File: src/rtl/gf2m_mul_arb.sv
// gf2m_mul_arb: two-port round-robin front end for a single multi-cycle
// GF(2^m) multiplier. One operation in flight; completion or timeout is
// reported back to the port that owns the operation.
module gf2m_mul_arb #(
  parameter int WIDTH   = 101,
  parameter int TIMEOUT = 32
) (
  input  logic             clk,
  input  logic             rst,
  input  logic             req0,
  input  logic             req1,
  input  logic [WIDTH-1:0] op_a0,
  input  logic [WIDTH-1:0] op_b0,
  input  logic [WIDTH-1:0] op_a1,
  input  logic [WIDTH-1:0] op_b1,
  output logic             gnt0,
  output logic             gnt1,
  output logic             done0,
  output logic             done1,
  output logic             err0,
  output logic             err1,
  output logic [WIDTH-1:0] res,
  output logic             busy,
  output logic             mul_start,
  output logic [WIDTH-1:0] mul_op_a,
  output logic [WIDTH-1:0] mul_op_b,
  input  logic             mul_done,
  input  logic [WIDTH-1:0] mul_op_c,
  output logic             mul_rst_b
);

  localparam int CNT_W = (TIMEOUT > 2) ? $clog2(TIMEOUT) : 1;
  localparam logic [CNT_W-1:0] CNT_LAST = CNT_W'(TIMEOUT - 1);

  typedef enum logic [1:0] {
    IDLE  = 2'd0,
    ISSUE = 2'd1,
    WAIT  = 2'd2
  } state_t;

  state_t           state;
  state_t           state_next;
  logic             prio;       // 1: port 1 wins a tie
  logic             owner;      // port of the operation in flight
  logic             sel;        // port that would be granted this cycle
  logic [WIDTH-1:0] op_a_q;
  logic [WIDTH-1:0] op_b_q;
  logic [CNT_W-1:0] wait_cnt;
  logic [WIDTH-1:0] res_q;
  logic             done_q;
  logic             err_q;
  logic             wait_last;

  // The multiplier is held in reset for exactly as long as this block is.
  assign mul_rst_b = ~rst;
  assign mul_op_a  = op_a_q;
  assign mul_op_b  = op_b_q;
  assign res       = res_q;
  assign wait_last = (wait_cnt == CNT_LAST);

  // State, arbitration pointer, operand capture, wait timer and result.
  always_ff @(posedge clk) begin
    if (rst) begin
      state    <= IDLE;
      prio     <= 1'b0;
      owner    <= 1'b0;
      op_a_q   <= '0;
      op_b_q   <= '0;
      wait_cnt <= '0;
      res_q    <= '0;
      done_q   <= 1'b0;
      err_q    <= 1'b0;
    end else begin
      state  <= state_next;
      done_q <= 1'b0;
      err_q  <= 1'b0;
      case (state)
        IDLE: begin
          wait_cnt <= '0;
          if (req0 || req1) begin
            owner  <= sel;
            prio   <= ~sel;
            op_a_q <= sel ? op_a1 : op_a0;
            op_b_q <= sel ? op_b1 : op_b0;
          end
        end
        ISSUE: wait_cnt <= '0;
        WAIT: begin
          // A completion on the last timer cycle still counts as a completion.
          if (mul_done) begin
            res_q  <= mul_op_c;
            done_q <= 1'b1;
          end else if (wait_last) begin
            err_q <= 1'b1;
          end else begin
            wait_cnt <= wait_cnt + 1'b1;
          end
        end
        default: wait_cnt <= '0;
      endcase
    end
  end

  // Next-state logic, grant selection and per-port output steering.
  always_comb begin
    state_next = state;
    sel        = req1 & (~req0 | prio);
    gnt0       = 1'b0;
    gnt1       = 1'b0;
    mul_start  = 1'b0;
    busy       = (state != IDLE);
    done0      = done_q & ~owner;
    done1      = done_q & owner;
    err0       = err_q & ~owner;
    err1       = err_q & owner;
    case (state)
      IDLE: begin
        if (req0 || req1) state_next = ISSUE;
      end
      ISSUE: begin
        gnt0       = ~owner;
        gnt1       = owner;
        mul_start  = 1'b1;
        state_next = WAIT;
      end
      WAIT: begin
        if (mul_done || wait_last) state_next = IDLE;
      end
      default: state_next = IDLE;
    endcase
  end

endmodule

File: config.mk
export PLATFORM = sky130hd
export DESIGN_NAME = gf2m_mul_arb
export DESIGN_NICKNAME = d
export VERILOG_FILES = /design/src/rtl/gf2m_mul_arb.sv
export SDC_FILE = /design/constraint.sdc
export NUM_CORES = 1
export LEC_CHECK = 0
export ABC_AREA = 1
export CORE_AREA = 5 5 314 316
export DETAILED_ROUTE_END_ITERATION = 16
export DIE_AREA = 0 0 319 321
export PLACE_DENSITY_LB_ADDON = 0.2
export REMOVE_ABC_BUFFERS = 1
export SLEW_MARGIN = 10
export SYNTH_ARGS = -nofsm -noshare
export SYNTH_HDL_FRONTEND = slang
export SYNTH_SLANG_ARGS = --single-unit
File: constraint.sdc
create_clock -name clk -period 3.9 [get_ports clk]
set_clock_uncertainty 0.15 [all_clocks]
set_input_delay 0.78 -clock clk [delete_from_list [all_inputs] [get_ports clk]]
set_output_delay 0.78 -clock clk [all_outputs]
set_load 0.02 [all_outputs]
==> results.cfg, run 1 <==
[status]
status = finished clean

[setup_path]
worstPathMaxFanout = 6
critPathKind = input pin to output port
crit_family = buffers and inverters
end_kind = output port
crit_path_start_kind = input pin
path_cells = clkdlybuf4s50_1 -> inv_8 -> clkdlybuf4s50_1
critPathMostFrequentCell = clkdlybuf4s50_1
crit_required_ns = 2.97
crit_buf_inv = 3
critPathMaxStageDelay_ns = 0.67
crit_slowest_cell = clkdlybuf4s50_1
arrival_ns = 2.24

[logic_synthesis]
ys_ff_latch = 314
synth-edff-count = 0
synth_seq_area_share_pct = 43.73
yosys.area.top_type_share_pct = 43.73
yosysMostFrequentCell = nand2_1
synthTopCellsByCount = 415 x nand2_1, 408 x nand3_1, 314 x dfxtp_1, 314 x inv_1, 202 x nand4_1
ys_types = 23
yosys_warnings = 0
synth_area_leaders = dfxtp_1 44%, nand3_1 14%, nand2_1 11%
synth_area_sq_um = 14370
yosys.area.top_type = dfxtp_1
synth_flop_cell = dfxtp_1
ys_async_sr_fraction_pct = 0
syn_area_per_cell_sq_um = 6.924
syn_inst = 2076

[route]
antenna_left = 0
drc = 0
wirelength_um = 77780
vias_per_cell = 4.048
routedWlPerCell_um = 18.94
drtIter0Drc = 936
drtPass1Iterations = 4
num_vias = 16620

[global_routing]
grt_pass1_vias = 16550
grt_use_total_pct = 14.32
gr-total-overflow = 0
grt_first_pass_wirelength_um = 112900
antenna_found_initial = 26
grt_max_degree = 159

[clock_tree]
cts_sinks = 314
cts_root_buf = clkbuf_16
cts_max_level = 2
cts_setup_buffers = 0
cts_max_path_buffers = 3
ctsResizeCount = 0
clk_pin_slew_ns = 0.05
cts_buffers = 43
postCtsHoldBufs = 0
cts_tree = yes
clk_latency_ns = 0.58

[sta]
finalHoldViolCount = 0
max-slew-margin-rel_pct = 36.88
rsz0062_at_grt = no
slew_viol_final = 0
fin_crit_ns = 3.166
setup_tns_ns = 0
tightest_slew_ns = 0.9469
max_freq_ghz = 0.3158
setup_viol = 0
fin_crit_sh_pct = 81.19

[place]
post_dp_cell_area_sq_um = 23860
portBuffers = 821
gp_congestion = 0.7798
dp_hpwl_um = 55800

[power]
irDropWorstVdd_mv = 0.2510
power_density_nw_per_um2 = 410.1
p_leak_nw = 10.73

[floorplan]
die_width_um = 319
core_area_sq_um = 95710
rows = 114
io_pins = 822
fp.dieArea_sq_um = 102400
initial_core_util_pct = 15.02
die_y_um = 321

[cells_and_area]
stdcell_area_sq_um = 25240
final_nets = 3302
area_growth_pct = 75.63
layout-drive-gt1-share_pct = 3.763

[job]
maxCapViolCount = 0

[worst_hold_path]
hold_class = flop to flop
area by class of cell:
class | instances | area (sq um)
Antenna cell | 13 | 32.53
Clock buffer | 65 | 1270
Clock inverter | 7 | 78.83
Fill cell | 10590 | 70470
Inverter | 317 | 1197
Multi-Input combinational cell | 1257 | 6103
Sequential cell | 314 | 6286
Tap cell | 1276 | 1597
Timing Repair Buffer | 857 | 8680
worst min-delay path, delay by kind of cell, from the launching register on:
family | cells | cell delay, ns
AOI/OAI and AO/OA | 1 | 0.05
DFF | 1 | 0.30
buffers and inverters | 1 | 0.04
cell families after synthesis:
family                   Yosys count  synth area share, %
AO/OA/AOI/OAI                    211                7.451
AND/OR/NAND/NOR                 1043                34.50
XOR/XNOR                           1              0.06094
buffers and inverters            505                14.08
adder cells (fa/ha/maj)            2               0.1741
flip-flops                       314                43.73
per-stage QoR:
step	cells	hold slack, ns	setup WS [ns]	util [%]	total power [mW]
2_1_floorplan	1888	0.2849	-2.759	-	4.957
3_3_place_gp	4021	0.2813	0.6916	24.93	6.599
3_5_place_dp	4021	0.2855	0.7180	24.93	6.594
4_1_cts	4093	0.2944	0.7092	26.34	10.61
5_1_grt	4099	0.3073	0.6636	26.36	10.96
6_report	4106	0.2914	0.7337	26.38	10.35
sequential cells by signal, indices dropped and copies added, names as in the netlist:
signal / count
res: 101
mul_op_a: 101
mul_op_b: 101
wait_cnt: 5
owner: 1
state: 2
done_q: 1
err_q: 1
prio: 1
routing by layer:
metal,vias up,part of all wire (%),wire length (um),GRT usage [%]
met2,624,47,36830,24.15
met3,103,9.4,7326,5.719
met4,14,3.2,2462,5.195
li1,8265,-,-,-
met5,-,0.12,96,0
met1,7614,40,31060,16.47
cells in the final DEF, fill, tap and decap left out, types with 3 or more instances in the layout:
cell             netlist  final
a21oi_1              107    107
nor2_1                10     10
buf_4                  5     21
clkbuf_8               0     10
buf_12                 0     15
nand4_1              202    202
nor3_1                 3      3
clkbuf_16              0     44
inv_1                314    314
nand3_1              408    407
nand2_1              415    415
clkdlybuf4s50_1        0    820
clkbuf_1              74     12
o21ai_0              101    101
dfxtp_1              314    314
diode_2                0     13
clkinv_2               0      3
power breakdown:
part,leakage (nW),internal (mW),switching (mW),total [mW]
clock,0.663,2.30,1.57,3.87
sequential,2.58,3.48,0.147,3.63
combinational,7.49,1.30,1.56,2.85
path summary, 6_finish.rpt:
path            start  cells past startpoint  slack (ns)     endpoint
max               rst                      3        0.73    mul_rst_b
min           res[35]                      2        0.29      res[35]
max reg2reg  state[1]                      7        1.59  mul_op_b[0]
min reg2reg   res[35]                      2        0.29      res[35]
Note: power is estimated with default switching activity, not from simulation.
==> run 2, diff against run 1 <==
Clock period 3.9 ns to 2.8 ns, I/O delays scaled along.
==> results.cfg, run 2 (synthesis gave the netlist of run 1 again) <==
[status]
status = finished clean

[sta]
holdWs_ns = 0.2669
max_freq_ghz = 0.3809
rsz0062_at_grt = no
tightest_slew_ns = 0.5839
finalHoldViolCount = 0
fin_crit_ns = 2.626
slew_viol_final = 0
fin_crit_sh_pct = 93.77
setup_viol = 0
max-slew-margin-rel_pct = 61.07
fin_ws_ns = 0.1744

[setup_path]
crit_required_ns = 2.09
crit_path_start_kind = flop
crit_slowest_cell = clkdlybuf4s50_1
arrival_ns = 1.92
end_kind = output port
critPathKind = flop to output port
crit_family = buffers and inverters
crit_buf_inv = 2
worstPathMaxFanout = 4
path_cells = inv_2 -> nand2_1 -> clkdlybuf4s50_1
critPathMaxStageDelay_ns = 0.68

[power]
pwr-share-clk_pct = 37.9
pwr-share-seq_pct = 33.9
comb_power_share_pct = 28.2
irDropWorstVdd_mv = 0.4294
swShare_pct = 31.43
p_int_mw = 10.25
p_leak_nw = 11.15
finalPower_mw = 14.95
switching_power_mw = 4.699
power_density_nw_per_um2 = 574.4

[cells_and_area]
mostFrequentLayoutCells = 820 x clkdlybuf4s50_1, 415 x nand2_1, 407 x nand3_1
area_growth_pct = 81.06
nFillCells = 10540
final_common_cell = clkdlybuf4s50_1
layoutNonFillerInstCount = 4171
post-route-util_pct = 27.19
final_nets = 3365
layout-drive-gt1-share_pct = 6.031

[clock_tree]
clk_pin_slew_ns = 0.06
cts_root_buf = clkbuf_16
postCtsHoldBufs = 0
cts_sinks = 314
cts_max_level = 2
clk_latency_ns = 0.57
cts_buffers = 43
cts_tree = yes
ctsResizeCount = 0
cts_setup_buffers = 0
cts_max_path_buffers = 3

[route]
drtIter0Drc = 837
drtPass1Iterations = 5
antenna_left = 0
vias_per_cell = 4.085
wirelength_um = 78960
routedWlPerCell_um = 18.93
drc = 0
num_vias = 17040

[place]
gp_congestion = 0.7794
dpl_worst_slack_ns = 0.2007
portBuffers = 821
dp_hpwl_um = 59750
dp.cells = 4084

[global_routing]
antenna_found_initial = 25
grt_pass1_vias = 16930
gr-total-overflow = 0
grt_first_pass_wirelength_um = 114200
grt_use_total_pct = 14.43
grt_max_degree = 91

[worst_hold_path]
hold_class = input pin to flop

[floorplan]
fp.dieArea_sq_um = 102400
core_area_sq_um = 95710
die_y_um = 321
rows = 114
io_pins = 822
die_width_um = 319
initial_core_util_pct = 15.02

[job]
maxCapViolCount = 0
-- run 2: changes by cell type in the layout (fill, tap and decap cells not counted) --
cell / delta
buf_4: +44
buf_12: +19
diode_2: -3
bufinv_16: +2
clkinv_2: +2
clkinvlp_4: +1
-- run 2: area by class of cell --
type | instances | area, sq um | share of cell area [%]
Sequential cell | 314 | 6286 | 24.15
Multi-Input combinational cell | 1257 | 6103 | 23.45
Timing Repair Buffer | 920 | 9390 | 36.08
Inverter | 317 | 1197 | 4.601
Clock buffer | 65 | 1270 | 4.880
Antenna cell | 10 | 25.02 | 0.09615
Tap cell | 1276 | 1597 | 6.135
Clock inverter | 12 | 156.4 | 0.6010
-- run 2: tightest hold or removal path, cell delays in order --
cell and delay, ns:
clkbuf_8 0.17, nand3_1 0.12, a21oi_1 0.06
-- run 2: per-layer routing --
layer  up-vias  share of wire, %  wire length, um  global-route usage, %
met5         -              0.12               92                      0
met4        14               2.6             2088                  4.022
met3       114               9.6             7604                  5.707
met2       691                48            37620                  24.57
met1      7828                40            31550                  16.93
li1       8393                 -                -                      -
-- run 2: power by group through the flow --
| stage | Clock, mW | Sequential [mW] | Combinational, mW |
|---|---|---|---|
| floorplan | 0 | 5.59 | 1.32 |
| global placement | 0 | 5.15 | 4.27 |
| detailed placement | 0 | 5.15 | 4.26 |
| CTS | 5.93 | 5.06 | 4.28 |
| global route | 6.10 | 5.11 | 4.56 |
| finish | 5.67 | 5.06 | 4.22 |
-- run 2: through the flow --
step | TNS [ns] | cell area (sq um)
after floorplan | -872.42 | 13540
after global placement | 0 | 24570
after detailed placement | 0 | 24570
after CTS | 0 | 26000
after global routing | 0 | 26010
final | 0 | 26030
-- run 2: worst paths after layout --
| path | start | end | slack, ns | depth (start not counted) |
|---|---|---|---|---|
| min reg2reg | res[14] | res[14] | 0.29 | 2 |
| min | req1 | owner | 0.27 | 3 |
| max | state[1] | busy | 0.17 | 3 |
| max reg2reg | wait_cnt[0] | wait_cnt[3] | 0.77 | 9 |
